--- config.mk ---
export PLATFORM = sky130hd
export DESIGN_NAME = load_store_unit
export DESIGN_NICKNAME = d
export VERILOG_FILES = /design/src/rtl/load_store_unit.sv
export SDC_FILE = /design/constraint.sdc
export NUM_CORES = 1
export LEC_CHECK = 0
export ABC_AREA = 1
export BUFFER_PORTS_ARGS = -buffer_cell sky130_fd_sc_hd__buf_2
export CORE_ASPECT_RATIO = 1.75
export CORE_MARGIN = 2
export CORE_UTILIZATION = 28
export DETAILED_ROUTE_END_ITERATION = 8
export HOLD_SLACK_MARGIN = 0.06
export SKIP_CTS_REPAIR_TIMING = 1
export SYNTH_ARGS = -nofsm -noshare
export SYNTH_HDL_FRONTEND = slang
export SYNTH_SLANG_ARGS = --single-unit
--- constraint.sdc ---
create_clock -name clk -period 13.21 [get_ports clk]
set_clock_uncertainty 0.1 [all_clocks]
set_input_delay 3.963 -clock clk [delete_from_list [all_inputs] [get_ports clk]]
set_output_delay 3.963 -clock clk [all_outputs]
set_load 0.02 [all_outputs]
--- src/rtl/load_store_unit.sv ---
// load_store_unit: multi-cycle load/store stage behind the ALU.
// Takes the ALU result as the effective address and operand b as store data.
// It issues one byte, halfword or word access over a request/ready memory
// handshake, and returns the lane-extracted, sign- or zero-extended load data.
//
// Ports
//   clk, reset        clock, asynchronous active-high reset
//   start             request strobe, sampled only in IDLE
//   ld, st            load / store qualifiers
//   size              00 byte, 01 halfword, 10 word, 11 illegal
//   sext              loads: 1 sign-extend, 0 zero-extend
//   addr, wdata       effective address, store data
//   busy              high in REQ and DONE (pipeline stall)
//   done, err         one-cycle completion pulse, error flag valid with done
//   rdata             extended load result, held between accesses
//   mem_req/we/addr/be/wdata   memory request side (registered)
//   mem_ready, mem_rdata       memory response side
module load_store_unit (
    input  logic        clk,
    input  logic        reset,
    input  logic        start,
    input  logic        ld,
    input  logic        st,
    input  logic [1:0]  size,
    input  logic        sext,
    input  logic [31:0] addr,
    input  logic [31:0] wdata,
    output logic        busy,
    output logic        done,
    output logic        err,
    output logic [31:0] rdata,
    output logic        mem_req,
    output logic        mem_we,
    output logic [31:0] mem_addr,
    output logic [3:0]  mem_be,
    output logic [31:0] mem_wdata,
    input  logic        mem_ready,
    input  logic [31:0] mem_rdata
);

    localparam int unsigned DW = 32;
    localparam int unsigned BW = DW / 8;

    localparam logic [1:0] SZ_BYTE = 2'b00;
    localparam logic [1:0] SZ_HALF = 2'b01;
    localparam logic [1:0] SZ_WORD = 2'b10;

    typedef enum logic [1:0] {
        S_IDLE = 2'd0,
        S_REQ  = 2'd1,
        S_DONE = 2'd2
    } state_t;

    state_t          r_state;
    logic            r_busy;
    logic            r_done;
    logic            r_err;
    logic [DW-1:0]   r_rdata;
    logic            r_mem_req;
    logic            r_mem_we;
    logic [DW-1:0]   r_mem_addr;
    logic [BW-1:0]   r_mem_be;
    logic [DW-1:0]   r_mem_wdata;
    logic            r_is_load;
    logic [1:0]      r_size;
    logic            r_sext;
    logic [1:0]      r_a;

    logic            w_reject;
    logic [BW-1:0]   w_be;
    logic [DW-1:0]   w_wrep;
    logic [7:0]      w_byte;
    logic [15:0]     w_half;
    logic [DW-1:0]   w_load;

    // Request legality and byte-lane setup, decoded from the live request inputs
    always_comb begin
        w_reject = 1'b0;
        w_be     = 4'b1111;
        w_wrep   = wdata;
        if (ld && st)
            w_reject = 1'b1;
        case (size)
            SZ_BYTE: begin
                w_be   = 4'b0001 << addr[1:0];
                w_wrep = {4{wdata[7:0]}};
            end
            SZ_HALF: begin
                w_be   = 4'b0011 << addr[1:0];
                w_wrep = {2{wdata[15:0]}};
                if (addr[0])
                    w_reject = 1'b1;
            end
            SZ_WORD: begin
                if (addr[1:0] != 2'b00)
                    w_reject = 1'b1;
            end
            default: w_reject = 1'b1;
        endcase
    end

    // Lane extraction and extension of the returned read word
    always_comb begin
        w_byte = 8'(mem_rdata >> {r_a, 3'b000});
        w_half = 16'(mem_rdata >> {r_a[1], 4'b0000});
        case (r_size)
            SZ_BYTE: w_load = {{24{r_sext & w_byte[7]}}, w_byte};
            SZ_HALF: w_load = {{16{r_sext & w_half[15]}}, w_half};
            default: w_load = mem_rdata;
        endcase
    end

    // Control FSM with registered outputs
    always_ff @(posedge clk or posedge reset) begin
        if (reset) begin
            r_state     <= S_IDLE;
            r_busy      <= 1'b0;
            r_done      <= 1'b0;
            r_err       <= 1'b0;
            r_rdata     <= '0;
            r_mem_req   <= 1'b0;
            r_mem_we    <= 1'b0;
            r_mem_addr  <= '0;
            r_mem_be    <= '0;
            r_mem_wdata <= '0;
            r_is_load   <= 1'b0;
            r_size      <= SZ_BYTE;
            r_sext      <= 1'b0;
            r_a         <= 2'b00;
        end else begin
            case (r_state)
                S_IDLE: begin
                    // A strobe with neither qualifier is silently dropped
                    if (start && (ld || st)) begin
                        r_busy <= 1'b1;
                        if (w_reject) begin
                            r_state <= S_DONE;
                            r_done  <= 1'b1;
                            r_err   <= 1'b1;
                        end else begin
                            r_state     <= S_REQ;
                            r_mem_req   <= 1'b1;
                            r_mem_we    <= st;
                            r_is_load   <= ld;
                            r_size      <= size;
                            r_sext      <= sext;
                            r_a         <= addr[1:0];
                            r_mem_addr  <= {addr[31:2], 2'b00};
                            r_mem_be    <= w_be;
                            r_mem_wdata <= w_wrep;
                        end
                    end
                end
                S_REQ: begin
                    if (mem_ready) begin
                        r_state   <= S_DONE;
                        r_done    <= 1'b1;
                        r_err     <= 1'b0;
                        r_mem_req <= 1'b0;
                        r_mem_we  <= 1'b0;
                        if (r_is_load)
                            r_rdata <= w_load;
                    end
                end
                S_DONE: begin
                    r_state <= S_IDLE;
                    r_done  <= 1'b0;
                    r_err   <= 1'b0;
                    r_busy  <= 1'b0;
                end
                default: r_state <= S_IDLE;
            endcase
        end
    end

    assign busy      = r_busy;
    assign done      = r_done;
    assign err       = r_err;
    assign rdata     = r_rdata;
    assign mem_req   = r_mem_req;
    assign mem_we    = r_mem_we;
    assign mem_addr  = r_mem_addr;
    assign mem_be    = r_mem_be;
    assign mem_wdata = r_mem_wdata;

endmodule

==> summary.md <==
| Metric | Value |
|---|---|
| Tcrit/Tclk final | `between 40 and 50%` |
| Simple-Gate Fraction of Synth Area | `approximately 19%` |
| Crit-path max FO | `144` |
| Post-synth top area share | `between 50 and 60%` |
| EDFF count, synth | `0` |
| Critical Path RT | `between 10000 and 15000 ps` |
| Cell taking the most area after synthesis | `dfrtp_1` |
| Primary FF master, synth | `dfrtp_1` |
| Top delay family on crit path | `buffers and inverters` |
| Synth Area in Compound Gates | `between 15 and 20%` |
| Yosys reg bits | `about 110` |
| Int Power | `a little over 900 uW` |
| Flop pwr share | `between 30% and 40%` |
| Hold path start | `mem_we` |
| PortBufs | `slightly above 200` |
| Overall global routing resource usage | `around 16%` |
| Slew @ Worst Pin | `around 1200 ps` |
| DIE HEIGHT | `about 190 um` |
| Die width | `109.6 um` |
| CP startpoint kind | `input pin` |
| Fmax | `approximately 170 MHz` |
| Adder-Cell Fraction of Synth Area | `around 1.6%` |
| P_leak | `roughly 3.9 nW` |
| RSZ-0062 raised after global routing | `false` |
| Sw frac | `45.11%` |
| Design Power | `approximately 1.7 mW` |
| Num CTS Buffers | `9` |
| Nature of the critical path endpoint | `flip-flop` |
| Antenna Violating Nets Remaining | `0` |
| Clock power share | `around 16%` |
| CP dominant cell by count | `nor2_1` |
| Share of cells above drive strength 1 | `between 30 and 40%` |
| Comb pwr share | `approximately 47%` |
| XOR/XNOR Fraction of Synth Area | `0%` |
| CORE AREA | `~19000 um^2` |
| Avg Vias per Cell | `roughly 4.4` |
| Largest family of logic cells by synthesized area | `simple AND/OR/NAND/NOR gates` |
| Avg WL per Cell | `roughly 14 um` |
| IO Count | `210` |
| Worst-Skew Late Latency | `~350 ps` |
| Final min period | `slightly below 6000 ps` |
| Critical path launch point | `size[0]` |
| Hold Fails Final Rpt | `0` |
| VDD IR max | `99.36 uV` |
| Ant. Diodes | `0` |
| Initial DRC count | `272` |
| Worst R2R Start | `r_state[1]` |
| Hold Path Class | `reg -> reg` |
| Setup TNS | `0 ps` |
| Syn-to-layout area delta | `26.29%` |
| Sw Pwr | `749.4 uW` |
| Row count | `between 60 and 70` |
| Crit path kind | `in -> reg` |
| Top-count cell post-synth | `nand2_1` |
| Initial Util | `28.61%` |
| Final setup fails | `0` |
| Root Buffer | `clkbuf_16` |
| CP peak stage delay | `around 860 ps` |
| Post-synthesis cell count | `between 600 and 700` |
| Max Cap Viol | `0` |
| Worst path cell trace | `buf_2 > inv_1 > ha_1 > nor2_1 > nor2_1 > nor2_4 > nand4_4 > buf_4 > o21ai_0` |
| Asr flop ratio synth | `100.0%` |
| Avg Cell Area, Syn | `a little over 8 um^2` |
| Unique masters post-synth | `28` |
| Number of antenna violations at the first check in global routing | `0` |
| Worst hold slack | `374.8 ps` |
| Mux contribution to synthesized area | `0%` |
| Slew margin rel. | `18.16%` |
| Die ar. | `between 20000 and 25000 um^2` |
| Gpl congestion | `about 0.82` |
| CTS tree | `done` |
| Vias in the first global route | `4843` |
| Pwr Density | `240.6 nW/um^2` |
| CP max stage cell | `buf_4` |
| Remaining Overflow, GRT | `0` |
| CTS H-tree depth | `3` |
| Ys Warns | `0` |
| Mapped cell area | `approximately 5500 um^2` |
| CTS clk-pin slew, worst paths | `about 80 ps` |
| Seq/Total Area, Yosys | `50.80%` |
| Synth cell count leaders | `nand2_1 (187), dfrtp_1 (111), inv_1 (91)` |
| Outcome | `complete, no violations` |
| Largest net degree at the start of global routing | `between 100 and 150` |
| Final Max Tran Viols | `0` |
| Clk sink count | `111` |
| Pre-Repair DR Iteration Count | `4` |
| Synth top area cells | `dfrtp_1 (51%), nand2_1 (13%), o21ai_0 (8.1%)` |
| Total number of vias | `approximately 5000` |
| CP arrival | `about 6000 ps` |
| Buffers and inverters on the worst path | `3` |
| Final #Nets | `between 900 and 1000` |
| # DRC | `0` |
| HPWL Detailed | `around 12 mm` |
| First-pass GRT wire length | `roughly 25 mm` |
| DRT Wirelength | `16.10 mm` |
| Maximum buffer depth of the clock tree | `2` |
final timing paths:
check                                to  slack (ps)  cells after the start
setup reg to reg           mem_wdata[6]       10850                      5
min in group asynchronous    r_state[1]        3550                      2
hold reg to reg                  mem_we         370                      2
hold / removal                   mem_we         370                      2
setup / recovery           mem_wdata[6]        7270                      9
max in group asynchronous      rdata[6]        8100                      3
placed cells by master, fill, tap and decap left out, types with 10 or more instances in the layout:
cell,n
dfrtp_1,111
a21oi_1,67
nor2_1,16
a21oi_2,10
buf_2,207
o21ai_1,16
nand3_1,12
or2_2,18
o21ai_0,88
inv_1,90
nand2_1,187
per-layer routing:
metal  global-route usage (%)  up-vias  part of all wire [%]
li1                         -     2498                     -
met3                    2.410       28                   4.7
met4                    7.741        0                   3.6
met2                    28.87      165                    53
met1                    17.73     2226                    38
met5                        0        -                     0
worst min-delay path, delay by kind of cell (launching register included):
kind	cells	cell delay [ps]
flip-flops	1	350
AND/OR/NAND/NOR	2	90
logic make-up after synthesis:
logic type      Yosys count
simple gates            245
compound gates          183
other cells               1
fa+ha+maj                 7
flops                   111
buf+inv                 131
power groups by stage:
stage / Clock, mW / Combinational [mW] / Sequential, mW
after floorplan: 0 / 0.351 / 0.789
after global placement: 0 / 0.779 / 0.616
after detailed placement: 0 / 0.791 / 0.617
after CTS: 0.278 / 0.792 / 0.615
after global routing: 0.291 / 0.868 / 0.637
final: 0.269 / 0.780 / 0.613
registers in the layout, indices dropped and copies added, names as in the netlist:
signal     flops
r_a            2
mem_be         4
r_sext         1
mem_wdata     32
mem_we         1
r_is_load      1
r_size         2
mem_req        1
mem_addr      30
done           1
rdata         32
err            1
r_state        2
busy           1
cell type report:
cell class,count,area [um^2]
Multi-Input combinational cell,437,2112
Sequential cell,111,2778
Fill cell,2066,12210
Tap cell,241,301.5
Inverter,94,355.3
Clock inverter,4,28.78
Clock buffer,12,256.5
Timing Repair Buffer,212,1074
through the flow:
stage / area, um^2 / std cells / setup WS, ps / utilization [%]
3_3_place_gp: 6620 / 1095 / 6935 / 34.64
6_report: 6905 / 1111 / 7271 / 36.13
3_5_place_dp: 6620 / 1095 / 6878 / 34.64
4_1_cts: 6905 / 1111 / 7248 / 36.13
5_1_grt: 6905 / 1111 / 7041 / 36.13
2_1_floorplan: 5472 / 679 / 6216 / -
Power figures use the tool's default switching activity.
